`config.mk`:
```
export PLATFORM = sky130hd
export DESIGN_NAME = pc_fetch_unit
export DESIGN_NICKNAME = d
export VERILOG_FILES = /design/src/rtl/pc_fetch_unit.sv
export SDC_FILE = /design/constraint.sdc
export NUM_CORES = 1
export LEC_CHECK = 0
export BUFFER_PORTS_ARGS = -buffer_cell sky130_fd_sc_hd__buf_4
export CORE_MARGIN = 2
export CORE_UTILIZATION = 46
export DETAILED_ROUTE_END_ITERATION = 8
export PLACE_DENSITY = 0.79
export SYNTH_ARGS = -nofsm -noshare
export SYNTH_HDL_FRONTEND = slang
export SYNTH_SLANG_ARGS = --single-unit
```
`constraint.sdc`:
```
create_clock -name clk -period 1.7 [get_ports clk]
set_input_delay 0.17 -clock clk [delete_from_list [all_inputs] [get_ports clk]]
set_output_delay 0.17 -clock clk [all_outputs]
set_load 0.02 [all_outputs]
```
`src/rtl/pc_fetch_unit.sv`:
```
// Fetch stage: architectural PC, req/ack instruction fetch, valid/ready hand-off to decode.
// Optional misaligned-PC trap is enabled by defining MISALIGN_CHECK_EN.
module pc_fetch_unit #(
    parameter logic [31:0] RESET_PC = 32'h0000_0000
) (
    input  logic        clk,
    input  logic        rst_n,
    input  logic [31:0] npc,
    output logic [31:0] pc,
    output logic [31:0] inst,
    output logic        inst_valid,
    input  logic        inst_ready,
    output logic        imem_req,
    output logic [31:0] imem_addr,
    input  logic        imem_ack,
    input  logic [31:0] imem_rdata,
    output logic [31:0] instret,
    output logic        fault
);

    localparam logic [1:0] IDLE  = 2'd0;
    localparam logic [1:0] FETCH = 2'd1;
    localparam logic [1:0] VALID = 2'd2;
    localparam logic [1:0] HALT  = 2'd3;

    logic [1:0] state;

`ifdef MISALIGN_CHECK_EN
    logic fault_q;
`endif

    // Request and valid are decoded from state so an async reset drops them immediately.
    assign imem_req   = (state == FETCH);
    assign inst_valid = (state == VALID);
    assign imem_addr  = {pc[31:2], 2'b00};

    always_ff @(posedge clk or negedge rst_n) begin
        if (!rst_n) begin
            state   <= IDLE;
            pc      <= RESET_PC;
            inst    <= 32'h0;
            instret <= 32'h0;
`ifdef MISALIGN_CHECK_EN
            fault_q <= 1'b0;
`endif
        end else begin
            case (state)
                IDLE: begin
                    state <= FETCH;
                end
                FETCH: begin
                    if (imem_ack) begin
                        inst  <= imem_rdata;
                        state <= VALID;
                    end
                end
                VALID: begin
                    if (inst_ready) begin
                        pc      <= npc;
                        instret <= instret + 32'd1;
`ifdef MISALIGN_CHECK_EN
                        if (npc[1:0] != 2'b00) begin
                            fault_q <= 1'b1;
                            state   <= HALT;
                        end else begin
                            state <= FETCH;
                        end
`else
                        state <= FETCH;
`endif
                    end
                end
                default: begin
                    state <= HALT;
                end
            endcase
        end
    end

`ifdef MISALIGN_CHECK_EN
    assign fault = fault_q;
`else
    assign fault = 1'b0;
`endif

endmodule

```
==> After elaboration in Yosys (flattened, before gate mapping) <==
Index checks and enable logic that the tools add are counted.
W data, S select, Z words.
{ "word_totals": {"regBits": 98, "input_bits": 68, "output_inout_bits": 131, "elab_cells": 16} }
{ "classes": {"add_sub_neg": 1, "n_eq_ne": 4, "mux": 3, "reduce_logical": 4} }
{ "ops": {"columns": ["cell", "n"], "rows": [
  ["$add A32 B1 Y32 const B", 1],
  ["$pmux W2 S3", 1],
  ["$reduce_and A2 Y1", 3],
  ["$mux W2", 2],
  ["$ne A2 B1 Y1 const B", 2],
  ["$eq A2 B1 Y1 const B", 1],
  ["$eq A2 B2 Y1 const B", 1],
  ["$logic_not A2 Y1", 1]
]} }

==> Depth between registers and ports, before layout <==
{ "depth": {"depth_word": 3, "ltp_mapped": 6, "mapped_depth_nobuf": 5} }

==> Least setup slack after synthesis <==
Ideal clock, no wire load.
{ "synth_timing": {"path_type": "register to register", "from": "reg instret[0]", "to": "reg instret[24]", "setup_time_ns": 0.132, "arrival_time_ns": 1.527, "required_ns": 1.568, "path_slack_ns": 0.041, "stages_incl_launch_ff": 7, "n_path_buf": 1, "period_less_slack_ns": 1.659, "path_cell_list": "dfrtp_1 ha_1 nand4b_1 nor3_1 buf_2 nand4_1 xnor2_1"} }
{ "synth_via": {"elab_chain_cells": 1} }
{ "synth_rtl": {"columns": ["element", "line", "text"], "rows": [
  ["from (decl)", "17", "output logic [31:0] instret,"],
  ["from (signal assigned)", "60", "instret <= instret + 32'd1;"],
  ["$add A32 B1 Y32", "60", null]
]} }
No other way between the ends.
A chain may end at the register's enable or synchronous reset.

==> Final worst setup path <==
{ "layout_timing": {"from": "reg instret[1]", "to": "reg instret[18]"} }
Same word-level chain as after synthesis.

==> Implementation_results.wiki <==
{| class="wikitable"
! Metric !! Value
|-
| Top Ports || 199
|-
| Max-slew violations || 0
|-
| Share of the yosys chip area belonging to registers || 0.588
|-
| Number of design rule violations left after detail routing || 0
|-
| Startpoint of the tightest hold check path || inst_ready
|-
| Metal2 WL || 4680 um
|-
| Buffer cell driving the clock tree root || clkbuf_8
|-
| Final hold slack || roughly 31 ps
|-
| Final Non-Filler Cells || between 500 and 600
|-
| HP Class || in2reg
|-
| Area leader, netlist || dfrtp_1
|-
| Flops & latches, synth || 98
|-
| Diode count || 0
|-
| Main synth FF type || dfrtp_1
|-
| Reg2Reg Depth || 6
|-
| Fraction of synthesized cell area taken by the top area cell type || 0.588
|-
| Most area-consuming cells after synthesis || dfrtp_1 (59%), mux2_2 (18%), buf_4 (6.1%), xnor2_1 (5.7%), nand4_1 (1.9%)
|-
| CTS tree || built
|-
| Combinational family with the most area after synthesis || multiplexers
|-
| Number of buffers added by the clock tree synthesis step || 9
|-
| Fmax || 0.632 GHz
|-
| Num Clock Sinks || 98
|-
| DRT Pass-1 Iters || 4
|-
| FF-to-FF Start || instret[1]
|-
| Overall overflow remaining after global route || 0
|-
| Minimum setup slack in the final design || roughly 120 ps
|-
| Initial core utilization || 0.476
|-
| Flop2flop setup slack || between 100 and 150 ps
|-
| Vias/cell || 4.98
|-
| Setup repair after global routing missed its margin || yes
|-
| Area share of xor/xnor cells in the synthesized design || 0.0651
|-
| Lkg Pwr || around 2.9 nW
|-
| Synth cell types || 27
|-
| Async S/R FF share, synth || 1.00
|-
| Worst-case headroom to the max-slew limit || 0.641
|-
| Number of buffers on the longest clock path || 2
|-
| Antenna violations before repair || 0
|-
| Horizontal die dimension || 99.2 um
|-
| DP Wirelength || about 6900 um
|-
| Critical Path AT || ~1800 ps
|-
| Proportion of synthesized area in mux cells || 0.175
|-
| Avg Synthesized Cell Area || 13.5 um2
|-
| Maximum number of pins on one net before global-route repair || 99
|-
| Final period util || 0.931
|-
| Count leader, synth || dfrtp_1
|-
| Cells after synthesis || about 310
|-
| Gr usage total || 0.189
|-
| Largest vdd supply drop || 994 uV
|-
| Slew at the pin closest to its max-slew limit || 538 ps
|-
| Cell types with the highest counts after synthesis || dfrtp_1 (98), mux2_2 (65), buf_4 (34)
|-
| Remaining antenna violation count || 0
|-
| Chip height || 99.2 um
|-
| P&R area growth vs syn || 37.7%
|-
| Simple-gate area share of the yosys netlist || 0.0867
|-
| Worst hold path stage count || 2
|-
| Final Skew || around 12 ps
|-
| Fraction of the mapped netlist area in adder cells || 0.00300
|-
| Final critical path time including I/O delays and setup || 1580 ps
|-
| Via count of the first global-routing pass || 2,954
|-
| Number of vias in the routed layout || 2,959
|-
| Overall power || 8.78 mW
|-
| Number of failing setup endpoints in the final timing report || 0
|-
| Max cap viols || 0
|-
| DRC marker count from the first detailed-route iteration || between 40 and 50
|-
| Cell area after technology mapping || roughly 0.0042 mm2
|-
| CP Max Fanout || 11
|-
| # port buffers || about 200
|-
| Wl on met1 || 3880 um
|-
| Critical path class || reg2reg
|-
| Final Wtd Congestion || 0.750
|-
| EDFF count, synth || 0
|-
| Global-route wire length before repair || 14,700 um
|-
| Final hold violations || 0
|-
| Compound-Gate Fraction of Synth Area || 0.00450
|-
| Number of levels the H-tree was split into || 3
|-
| Share of cells above drive strength 1 || 0.591
|-
| Final core utilization || 0.656
|-
| Number of placed instances with taps included || approximately 580
|-
| Critical path startpoint category || flop
|-
| Core Footprint || 0.00876 mm2
|-
| Source of the critical timing path || instret[1]
|-
| Cell Pwr Density || 1530 mW/mm2
|-
| Clock slew at the register clock pins of the worst setup and hold paths || 90 ps
|-
| Total Routed Length || 9320 um
|-
| Nets@finish || 551
|-
| Endpoint required time on the critical path || roughly 1900 ps
|-
| Number of core rows || 34
|-
| Worst Setup Slack post-DPL || 65.1 ps
|-
| Die footprint || 0.00985 mm2
|-
| Synthesis warning total || 0
|-
| Clk_lat worst skew || roughly 350 ps
|-
| Type of destination of the critical path || flop
|-
| Count of fill cells added during filler insertion || 687
|-
| Status || finished, final reports clean
|-
| Top layer used by detailed routing || met4
|-
| WL per Instance || 15.7 um
|-
| Routed length on met3 || roughly 600 um
|}
==> where the power goes <==
group / switching, mW / total, mW / internal, mW
clock network: 0.760 / 1.28 / 0.519
logic: 2.05 / 3.96 / 1.91
registers: 0.476 / 3.54 / 3.06
==> layer usage <==
layer	vias to the layer above	GRT usage
met5	-	0
met3	12	0.0394
li1	1368	-
met2	116	0.314
met1	1463	0.240
met4	0	0.0811
==> through the flow <==
stage                     cell area [um2]  TNS, ps
after floorplan                      4180        0
after global placement               5570        0
after detailed placement             5570        0
after CTS                            5740        0
after global routing                 5750    -8.51
final                                5750        0
==> critical path, stage by stage (launching register included) <==
cell      delay, ps
dfrtp_1         410
ha_1            170
nand4b_1        180
nor3_1          210
buf_4           210
nand4_1         130
xnor2_1         150
==> timing repair <==
| item | CTS | global route |
|---|---|---|
| endpoints found under the setup margin | 0 | 10 |
| hold buffers | 1 | 0 |
| gates resized for setup | 0 | 0 |
| setup buffers | 0 | 1 |
| hold endpoints to repair | 98 | 0 |
==> flip-flops by register name, summed over array words and instances (netlist names) <==
signal and count:
instret 32, pc 32, state 2, inst 32
==> cell type report <==
type	count	area, um2	share of cell area
clock buffers	10	128	0.0222
clock inverters	5	32.5	0.00566
inverters	3	11.3	0.00196
multi-input cells	165	1410	0.245
flip-flops and latches	98	2450	0.427
well taps	108	135	0.0235
repair buffers	205	1580	0.275
==> cell families after synthesis <==
logic type	after synthesis
AO/OA/AOI/OAI	3
XOR/XNOR	31
adder cells (fa/ha/maj)	1
buffers and inverters	47
flip-flops	98
multiplexers	65
other	1
AND/OR/NAND/NOR	62
==> cells in the final DEF, fill, tap and decap left out, types with 2 or more instances in the layout <==
master | Yosys | routed
buf_4 | 34 | 201
dfrtp_1 | 98 | 98
mux2_2 | 65 | 65
xnor2_1 | 27 | 27
nand4_1 | 13 | 13
nand3_1 | 12 | 12
nand2_1 | 11 | 11
clkbuf_8 | 0 | 9
nor2_1 | 8 | 8
nand4b_1 | 4 | 4
and3_1 | 4 | 4
xor2_1 | 4 | 4
inv_1 | 3 | 3
nor3_1 | 3 | 3
conb_1 | 1 | 3
clkinvlp_4 | 0 | 3
buf_12 | 0 | 3
o21ai_0 | 2 | 2
clkinv_2 | 0 | 2
==> worst paths after layout <==
kind / endpoint
min in group asynchronous: pc[29]
worst min register to register: instret[31]
max in group asynchronous: pc[31]
worst max-delay path: instret[18]
worst max register to register: instret[18]
worst min-delay path: state[1]
No activity file was read; power rests on OpenSTA's default activity.
